`src/rtl/router_pkg.sv`:
```
// router_pkg: shared types, header field layout and destination constants for the 1x3 router controller
package router_pkg;
  localparam int DATA_W = 8;
  localparam int NUM_DEST = 3;
  localparam int LEN_W = 6;
  localparam logic [1:0] ADDR_INVALID = 2'b11;
  localparam int HDR_ADDR_LSB = 0;
  localparam int HDR_ADDR_MSB = 1;
  localparam int HDR_LEN_LSB = 2;
  localparam int HDR_LEN_MSB = 7;
  typedef enum logic [2:0] {IDLE, WAIT_EMPTY, LOAD, CHECK, DROP} ctrl_state_e;
  function automatic logic [NUM_DEST-1:0] dest_onehot(input logic [1:0] a);
    return NUM_DEST'(1) << a;
  endfunction
endpackage

```
`src/rtl/router_if.sv`:
```
// router_if: source byte stream (pkt_valid/din/busy), FIFO status (full/empty/soft_rst) and FIFO write side (wr_en/wr_data/dest/error)
interface router_if;
  import router_pkg::*;
  logic                pkt_valid;
  logic [DATA_W-1:0]   din;
  logic [NUM_DEST-1:0] fifo_full;
  logic [NUM_DEST-1:0] fifo_empty;
  logic [NUM_DEST-1:0] soft_rst;
  logic                busy;
  logic                error;
  logic [NUM_DEST-1:0] wr_en;
  logic [DATA_W-1:0]   wr_data;
  logic [1:0]          dest;
  modport master (
    output pkt_valid, din, fifo_full, fifo_empty, soft_rst,
    input  busy, error, wr_en, wr_data, dest
  );
  modport slave (
    input  pkt_valid, din, fifo_full, fifo_empty, soft_rst,
    output busy, error, wr_en, wr_data, dest
  );
endinterface

```
`src/rtl/router_pkt_counter.sv`:
```
// router_pkt_counter: payload down-counter and running XOR parity; in clk/rst/i_clr/i_load/i_len/i_seed/i_step/i_data, out o_last/o_parity
module router_pkt_counter
  import router_pkg::*;
(
  input  logic              clk,
  input  logic              rst,
  input  logic              i_clr,
  input  logic              i_load,
  input  logic [LEN_W-1:0]  i_len,
  input  logic [DATA_W-1:0] i_seed,
  input  logic              i_step,
  input  logic [DATA_W-1:0] i_data,
  output logic              o_last,
  output logic [DATA_W-1:0] o_parity
);
  logic [LEN_W-1:0]  r_cnt;
  logic [DATA_W-1:0] r_par;
  always_ff @(posedge clk) begin
    if (rst || i_clr) begin
      r_cnt <= '0;
      r_par <= '0;
    end else if (i_load) begin
      r_cnt <= i_len;
      r_par <= i_seed;
    end else if (i_step) begin
      r_cnt <= r_cnt - 1'b1;
      r_par <= r_par ^ i_data;
    end
  end
  assign o_last   = (r_cnt == '0);
  assign o_parity = r_par;
endmodule

```
`src/rtl/router_ctrl.sv`:
```
// router_ctrl: packet sequencer; in clk/rst + router_if.slave bus (byte stream, FIFO status), out busy/error/wr_en/wr_data/dest
module router_ctrl
  import router_pkg::*;
(
  input  logic     clk,
  input  logic     rst,
  router_if.slave  bus
);
  ctrl_state_e         r_state, w_next;
  logic [NUM_DEST-1:0] r_wr_en;
  logic [DATA_W-1:0]   r_wr_data, r_hdr, r_rcvd, w_calc, w_new_data;
  logic                r_error, w_busy, w_acc, w_hold, w_hdr_ok, w_srst, w_last, w_new_wr, w_step, w_load;
  logic [1:0]          r_dest, w_addr, w_new_dest;
  logic [LEN_W-1:0]    w_len;
  assign w_addr   = bus.din[HDR_ADDR_MSB:HDR_ADDR_LSB];
  assign w_len    = bus.din[HDR_LEN_MSB:HDR_LEN_LSB];
  assign w_hdr_ok = (w_addr != ADDR_INVALID) && (w_len != '0);
  assign w_hold   = (r_wr_en != '0) && bus.fifo_full[r_dest];
  assign w_acc    = bus.pkt_valid && !w_busy;
  assign w_srst   = bus.soft_rst[r_dest] && (r_state inside {WAIT_EMPTY, LOAD, CHECK});
  assign w_load   = (r_state == IDLE) && w_acc;
  // the parity byte itself is not folded into the running XOR; it is kept in r_rcvd for the compare
  assign w_step   = (r_state inside {LOAD, DROP}) && w_acc && !w_last;
  router_pkt_counter u_cnt (
    .clk      (clk),
    .rst      (rst),
    .i_clr    (w_srst),
    .i_load   (w_load),
    .i_len    (w_len),
    .i_seed   (bus.din),
    .i_step   (w_step),
    .i_data   (bus.din),
    .o_last   (w_last),
    .o_parity (w_calc)
  );
  always_ff @(posedge clk) begin
    if (rst) r_state <= IDLE;
    else r_state <= w_next;
  end
  always_comb begin
    w_next = r_state;
    case (r_state)
      IDLE:       if (w_acc) w_next = !w_hdr_ok ? DROP : bus.fifo_empty[w_addr] ? LOAD : WAIT_EMPTY;
      WAIT_EMPTY: if (bus.fifo_empty[r_dest]) w_next = LOAD;
      LOAD:       if (w_acc && w_last) w_next = CHECK;
      CHECK:      if (!w_hold) w_next = IDLE;
      DROP:       if (w_acc && w_last) w_next = IDLE;
      default:    w_next = IDLE;
    endcase
    if (w_srst) w_next = IDLE;
  end
  always_comb begin
    w_busy     = (r_state inside {WAIT_EMPTY, CHECK}) || w_hold;
    w_new_wr   = (w_load && w_hdr_ok && bus.fifo_empty[w_addr]) ||
                 (r_state == WAIT_EMPTY && bus.fifo_empty[r_dest]) ||
                 (r_state == LOAD && w_acc);
    w_new_dest = (r_state == IDLE) ? w_addr : r_dest;
    w_new_data = (r_state == WAIT_EMPTY) ? r_hdr : bus.din;
  end
  always_ff @(posedge clk) begin
    if (rst) begin
      r_wr_en   <= '0;
      r_wr_data <= '0;
      r_error   <= 1'b0;
      r_dest    <= '0;
      r_hdr     <= '0;
      r_rcvd    <= '0;
    end else begin
      if (w_srst) r_wr_en <= '0;
      else if (!w_hold) begin
        r_wr_en <= w_new_wr ? dest_onehot(w_new_dest) : '0;
        if (w_new_wr) r_wr_data <= w_new_data;
      end
      if (w_load) begin
        r_error <= !w_hdr_ok;
        if (w_hdr_ok) begin
          r_dest <= w_addr;
          r_hdr  <= bus.din;
        end
      end
      if (r_state == LOAD && w_acc && w_last) r_rcvd <= bus.din;
      if (r_state == CHECK && !w_hold && !w_srst) r_error <= (w_calc != r_rcvd);
    end
  end
  assign bus.busy    = w_busy;
  assign bus.error   = r_error;
  assign bus.wr_en   = r_wr_en;
  assign bus.wr_data = r_wr_data;
  assign bus.dest    = r_dest;
endmodule

```
`src/flat_wrapper.sv`:
```
// flat-port wrapper written by rule: the top's interface ports become plain ports
module router_ctrl_flat import router_pkg::*;
  (clk, rst, bus_pkt_valid, bus_din, bus_fifo_full, bus_fifo_empty, bus_soft_rst, bus_busy, bus_error, bus_wr_en, bus_wr_data, bus_dest);
  router_if bus_i ();
  input  logic clk;
  input  logic rst;
  input wire logic [$bits(bus_i.pkt_valid)-1:0] bus_pkt_valid;
  input wire logic [$bits(bus_i.din)-1:0] bus_din;
  input wire logic [$bits(bus_i.fifo_full)-1:0] bus_fifo_full;
  input wire logic [$bits(bus_i.fifo_empty)-1:0] bus_fifo_empty;
  input wire logic [$bits(bus_i.soft_rst)-1:0] bus_soft_rst;
  output wire logic [$bits(bus_i.busy)-1:0] bus_busy;
  output wire logic [$bits(bus_i.error)-1:0] bus_error;
  output wire logic [$bits(bus_i.wr_en)-1:0] bus_wr_en;
  output wire logic [$bits(bus_i.wr_data)-1:0] bus_wr_data;
  output wire logic [$bits(bus_i.dest)-1:0] bus_dest;
  assign bus_i.pkt_valid = bus_pkt_valid;
  assign bus_i.din = bus_din;
  assign bus_i.fifo_full = bus_fifo_full;
  assign bus_i.fifo_empty = bus_fifo_empty;
  assign bus_i.soft_rst = bus_soft_rst;
  assign bus_busy = bus_i.busy;
  assign bus_error = bus_i.error;
  assign bus_wr_en = bus_i.wr_en;
  assign bus_wr_data = bus_i.wr_data;
  assign bus_dest = bus_i.dest;
  router_ctrl u_core (.clk(clk), .rst(rst), .bus(bus_i));
endmodule
```
`config.mk`:
```
export PLATFORM = sky130hd
export DESIGN_NAME = router_ctrl_flat
export DESIGN_NICKNAME = d
export VERILOG_FILES = /design/src/rtl/router_pkg.sv /design/src/rtl/router_if.sv /design/src/rtl/router_pkt_counter.sv /design/src/rtl/router_ctrl.sv /design/src/flat_wrapper.sv
export SDC_FILE = /design/constraint.sdc
export NUM_CORES = 1
export LEC_CHECK = 0
export ABC_AREA = 1
export BUFFER_PORTS_ARGS = -buffer_cell sky130_fd_sc_hd__buf_2
export CAP_MARGIN = 20
export CORE_UTILIZATION = 35
export CTS_CLUSTER_SIZE = 8
export DETAILED_ROUTE_END_ITERATION = 8
export GPL_TIMING_DRIVEN = 0
export PLACE_DENSITY = 0.58
export SETUP_SLACK_MARGIN = 0.3
export SLEW_MARGIN = 20
export SYNTH_ARGS = -nofsm -noshare
export SYNTH_HDL_FRONTEND = slang
export SYNTH_SLANG_ARGS = --single-unit
```
`constraint.sdc`:
```
create_clock -name clk -period 1.62 [get_ports clk]
set_input_delay 0.324 -clock clk [delete_from_list [all_inputs] [get_ports clk]]
set_output_delay 0.324 -clock clk [all_outputs]
set_load 0.05 [all_outputs]
```
# [Word level (Yosys, flattened, before mapping)]
# Index checks and enable logic that the tools add are counted.
# Widths: inputs -> output; s select.
[word_totals] wordCells=89 register_bits=47 input_bits=20
[op_classes] n_lt_le_gt_ge=2 bitwise_logic=3 shifts=1 mux=25 eq_ne=11 n_addsub=1 reduce_logical=37
[ops] cell="$mux 8" n=3
[ops] cell="$mux 3" n=7
[ops] cell="$logic_and 1x1->1" n=15
[ops] cell="$pmux 3 s5" n=1
[ops] cell="$mux 6" n=2
[ops] cell="$ne 2x2->1 const B" n=5
[ops] cell="$bmux 1 s2" n=4
[ops] cell="$ne 8x8->1" n=1
[ops] cell="$reduce_bool 2->1" n=4
[ops] cell="$xor 8x8->8" n=1
[ops] cell="$eq 3x2->1 const B" n=2
[ops] cell="$logic_not 6->1" n=1
[ops] cell="$lt 2x3->1 const B" n=2
[ops] cell="$mux 1" n=6
[ops] cell="$reduce_bool 3->1" n=2
[ops] cell="$reduce_bool 6->1" n=1
[ops] cell="$sub 6x1->6 const B" n=1
[ops] cell="$logic_not 1->1" n=5
[ops] cell="$reduce_and 5->1" n=1
[ops] cell="$logic_or 1x1->1" n=4
[ops] cell="$mux 2" n=2
[ops] cell="$eq 3x1->1 const B" n=1
[ops] cell="$eq 3x3->1 const B" n=1
[ops] cell="$logic_not 3->1" n=1
[ops] cell="6 further kinds" n=7

# [Logic depth before layout (Yosys ltp)]
[depth] ltp_word=12 ltp_mapped=14

# [By module]
# A second synthesis with hierarchy kept.
[hier_totals] hier_cells=384 hier_area_um2=2548.7
[modules_own_cells] mod="router_ctrl" n_inst=1 cells_per_inst=273 area_per_inst_um2=1737.9
[modules_own_cells] mod="router_pkt_counter" n_inst=1 cells_per_inst=111 area_per_inst_um2=810.8

# [Worst setup path before layout]
# Ideal clock, no wire load.
[synth_path] path_type="register -> register" from="reg u_core.r_wr_en[2] (netlist: u_core.bus.wr_en[2])" to="reg u_core.r_rcvd[5]" path_stages_with_launch=11 arrival_ps=1624 path_buffers=1 setup_time_ps=113 required_time_ps=1507 path_slack_ps=-117 cell_sequence="dfxtp_1 -> nor2_1 -> nand2_1 -> nand2_4 -> nand2_4 -> nor2_8 -> nand3b_2 -> buf_2 -> nand2_1 -> nand2_1 -> nor2_1"
[synth_via] elab_chain_len=7
[synth_rtl] item="start, declared" line_no="router_ctrl.sv:10" text="logic [NUM_DEST-1:0] r_wr_en;"
[synth_rtl] item="start signal, assigned" line_no="router_ctrl.sv:71" text="r_wr_en <= w_new_wr ? dest_onehot(w_new_dest) : '0;"
[synth_rtl] item="$reduce_bool 3->1" line_no="router_ctrl.sv:18" text="assign w_hold = (r_wr_en != '0) && bus.fifo_full[r_dest];"
[synth_rtl] item="$logic_and 1x1->1" line_no="router_ctrl.sv:18"
[synth_rtl] item="$logic_or 1x1->1" line_no="router_ctrl.sv:53" text="w_busy = (r_state inside {WAIT_EMPTY, CHECK}) || w_hold;"
[synth_rtl] item="via bus_busy" line_no="flat_wrapper.sv:12" text="output wire logic [$bits(bus_i.busy)-1:0] bus_busy;"
[synth_rtl] item="$logic_not 1->1" line_no="router_ctrl.sv:19" text="assign w_acc = bus.pkt_valid && !w_busy;"
[synth_rtl] item="$logic_and 1x1->1" line_no="router_ctrl.sv:19"
[synth_rtl] item="$logic_and 1x1->1 (2 in a row)" line_no="router_ctrl.sv:81" text="if (r_state == LOAD && w_acc && w_last) r_rcvd <= bus.din;"
[synth_rtl] item="end signal, assigned" line_no="router_ctrl.sv:81"
[synth_rtl] item="end, declared" line_no="router_ctrl.sv:11" text="logic [DATA_W-1:0] r_wr_data, r_hdr, r_rcvd, w_calc, w_new_data;"
# The timed path passes the listed nets, and every way through them passes these cells.
# A chain may end at the register's enable or synchronous reset.

# [Worst setup path after layout]
[layout_path] from="reg u_core.r_dest[0] (netlist: u_core.bus.dest[0])" to="out bus_busy"
[layout_via] elab_chain_len=4
[layout_rtl] item="start, declared" line_no="router_ctrl.sv:13" text="logic [1:0] r_dest, w_addr, w_new_dest;"
[layout_rtl] item="start signal, assigned" line_no="router_ctrl.sv:77" text="r_dest <= w_addr;"
[layout_rtl] item="$bmux 1 s2" line_no="router_ctrl.sv:18"
[layout_rtl] item="$mux 1 (implied by the code)" line_no="router_ctrl.sv:18"
[layout_rtl] item="$logic_and 1x1->1" line_no="router_ctrl.sv:18"
[layout_rtl] item="$logic_or 1x1->1" line_no="router_ctrl.sv:53"
[layout_rtl] item="end, declared" line_no="flat_wrapper.sv:12"
# Every way passes these cells. The select of a mux whose other input is x is not followed.

==> flow_summary_export.csv <==
group,metric,value,unit
run_status,status,"finished, final reports clean",
synth,synthCells,404,
routing,viasPerCell,4.79,
critical_path,worstPathArrival,1.28,ns
critical_path,crit_required,1.30,ns
synth,synth_area_per_cell,6.43,um2
layout,fin_util,52.7,%
sta,rsz0062_at_grt,"yes",
floorplan,io_pins,35,
global_route,grt.overflow.total,0,
critical_path,reg2reg_depth,11,
critical_path,crit_path_end_kind,"primary output",
clocking,cts_tree,"built",
clocking,ctsHoldBuffers,0,
global_route,grt_start_max_net_pins,15,
layout,diodes,0,
min_path,holdCritStartpoint,"rst",
sta,relSlewSlack,68.6,%
pwr,leakage,1.96,nW
routing,ant_nets,0,
floorplan,rows,31,
floorplan,dieWidth,88.2,um
pwr,p_per_area,2030,nW/um2
clocking,clk_pin_slew_worst_paths,0.09,ns
clocking,cts_max_level,2,
routing,routedWlPerCell,13.1,um
routing,drc,0,
flow_run,maxCapViolations,0,
layout,final_area,3800,um2
place,io_buffers,34,
pwr,p_comb_share,63.9,%
sta,skew,0.00455,ns
synth,ys_types,29,
critical_path,cp_max_fo,4,
synth,synth_fp_nets,426,
global_route,grt_util_met3,3.20,%
synth,synthesis.area,2600,um2
layout,final_nets,504,
floorplan,dieArea,7770,um2
floorplan,design.core.area,7210,um2
layout,fin_cells,582,
global_route,met2_usage,32.5,%
sta,hold_viol,0,
pwr,power_switching,3.65,mW
sta,worst_pin_slew,0.471,ns
sta,max_freq,625,MHz
sta,drv_slew,0,
floorplan,start_util,36.0,%
global_route,first_global_vias,2405,
pwr,clkPwrFrac,13.5,%
global_route,use_met1,25.9,%
global_route,grt_pass1_wl,11600,um
pwr,internal_power,4.07,mW
critical_path,timing.rr.start,"u_core.bus.dest[0]",
routing,drt_wl_total,7630,um
pwr,switching_share,47.3,%
synth,synth_warnings,0,
place,place_congestion,0.877,
critical_path,critPathLaunch,"u_core.bus.dest[0]",
critical_path,worst-setup-path-type,"reg2out",
pwr,pwr-share-seq,22.6,%
routing,first_pass_iters,4,
layout,areaGrowthSynthToFinish,46.2,%
layout,drive_gt1_share,38.9,%
place,dp_cells,537,
global_route,grt_usage,19.4,%
sta,post-route-period-util,98.8,%
clocking,cts_buffer_depth,2,
clocking,numCtsBuffers,5,
critical_path,cp-start-kind,"register",
global_route,grt_antenna_before_repair,0,
sta,finalSetupViolCount,0,
clocking,cts_sinks,45,
place,place_area,2940,um2
clocking,worstSkewPairLatency,0.31,ns
global_route,top_usage_layer,"met2",
sta,finalCriticalPeriod,1.60,ns
place,dp_hpwl,4820,um
min_path,hold_path_class,"in2reg",
clocking,ctsRootBufferMaster,"clkbuf_8",
min_path,holdPathStages,2,
synth,yosysSeqAreaShare,34.7,%
floorplan,fp.dieH,88.2,um
pwr,ir_drop,0.000763,V
routing,first_iter_violations,144,
synth,synth_seq_cells,45,
routing,via_count,2790,
==> final cells by class <==
class	count	area, um2
clock inverters	3	65.1
well taps	99	124
fillers	732	3410
inverters	68	278
repair buffers	71	553
multi-input cells	280	1680
flip-flops and latches	45	923
clock buffers	5	68.8
plain buffers	11	104
==> state kept, by name, indices dropped and copies added (netlist names) <==
signal / cells
u_core.bus.wr_data: 8
u_core.r_rcvd: 8
u_core.u_cnt.o_parity: 8
u_core.r_hdr: 7
u_core.u_cnt.r_cnt: 6
u_core.bus.wr_en: 3
u_core.r_state: 3
u_core.bus.dest: 1
u_core.bus.error: 1
==> per-stage QoR <==
stage / hold slack [ns] / power [mW] / TNS (ns) / worst slack [ns]
finish: 0.201 / 7.71 / 0 / 0.0189
detailed placement: 0.447 / 5.11 / -3.84 / -0.173
CTS: 0.190 / 7.03 / -0.156 / -0.0261
floorplan: 0.393 / 4.40 / 0 / 0.0395
global route: 0.204 / 8.22 / -0.635 / -0.0616
global placement: 0.438 / 5.08 / -3.22 / -0.157
==> path summary, 6_finish.rpt <==
check                                   to  slack, ns
hold / removal             u_core.r_hdr[6]       0.20
setup / recovery                  bus_busy       0.02
hold reg to reg        u_core.bus.wr_en[2]       0.47
setup reg to reg  u_core.u_cnt.o_parity[6]       0.02
==> critical path, cell delays in order (launching register included) <==
cell and delay, ns:
dfxtp_4 0.39, inv_4 0.04, nand2_2 0.05, nand3_2 0.06, nand2_2 0.09, nand2_4 0.09
nand2_8 0.09, buf_8 0.15
==> kinds of logic (layout without fill, tap and decap cells) <==
kind of cell / count (synthesis) / count (layout) / synth area share [%]
flip-flops: 45 / 45 / 34.7
AND/OR/NAND/NOR: 202 / 202 / 35.3
XOR/XNOR: 11 / 11 / 3.71
adder cells (fa/ha/maj): 2 / 2 / 0.963
AO/OA/AOI/OAI: 65 / 65 / 12.9
buffers and inverters: 79 / 158 / 12.5
==> power groups by stage <==
stage	Sequential (mW)	Clock [mW]	Combinational, mW
after floorplan	2.03	0	2.37
after global placement	1.69	0	3.39
after detailed placement	1.70	0	3.41
after CTS	1.70	1.05	4.29
after global routing	1.78	1.09	5.34
final	1.74	1.04	4.93
==> cell usage after synthesis <==
library cell / number / area [um2]
nand2_1: 94 / 353
inv_1: 63 / 236
nor2_1: 58 / 218
dfxtp_1: 45 / 901
a21oi_1: 31 / 155
nand3_1: 29 / 145
o21ai_0: 22 / 110
xor2_1: 10 / 87.6
o21ai_1: 8 / 40.0
inv_2: 5 / 18.8
nand2_2: 5 / 31.3
buf_2: 4 / 20.0
nand2_4: 4 / 45.0
clkbuf_1: 3 / 11.3
nand4_1: 3 / 18.8
buf_4: 2 / 15.0
buf_6: 2 / 22.5
ha_1: 2 / 25.0
nor2_8: 2 / 40.0
nor3_1: 2 / 10.0
o211ai_1: 2 / 15.0
nand3_2: 1 / 10.0
nand3b_1: 1 / 7.51
nand3b_2: 1 / 11.3
nand4_4: 1 / 21.3
o21ai_2: 1 / 8.76
o22ai_1: 1 / 6.26
or2_1: 1 / 6.26
xnor2_1: 1 / 8.76
==> per-layer routing <==
metal  share of wire, %  up-vias
li1                   -     1418
met1                 48     1332
met2                 49       35
met3                2.3        5
met4               0.83        0
met5                  0        -
==> placed cells by master (no fill, tap or decap), drive strengths merged <==
| master | synthesis | final |
|---|---|---|
| xor2 | 10 | 10 |
| o21ai | 31 | 31 |
| nand3b | 2 | 2 |
| bufinv | 0 | 2 |
| nand4 | 4 | 4 |
| nor2 | 60 | 60 |
| nor3 | 2 | 2 |
| o22ai | 1 | 1 |
| clkbuf | 3 | 8 |
| clkinv | 0 | 1 |
| or2 | 1 | 1 |
| dfxtp | 45 | 45 |
| nand2 | 103 | 103 |
| ha | 2 | 2 |
| nand3 | 30 | 30 |
| o211ai | 2 | 2 |
| buf | 8 | 79 |
| a21oi | 31 | 31 |
| xnor2 | 1 | 1 |
| inv | 68 | 68 |
==> repair_timing <==
action                     in CTS  in global routing
gates resized for setup        78                 69
pin swaps                      12                 19
setup endpoints to repair      48                 48
buffers inserted               22                 11
cloned                          4                  0
No activity file was read; power rests on OpenSTA's default activity.
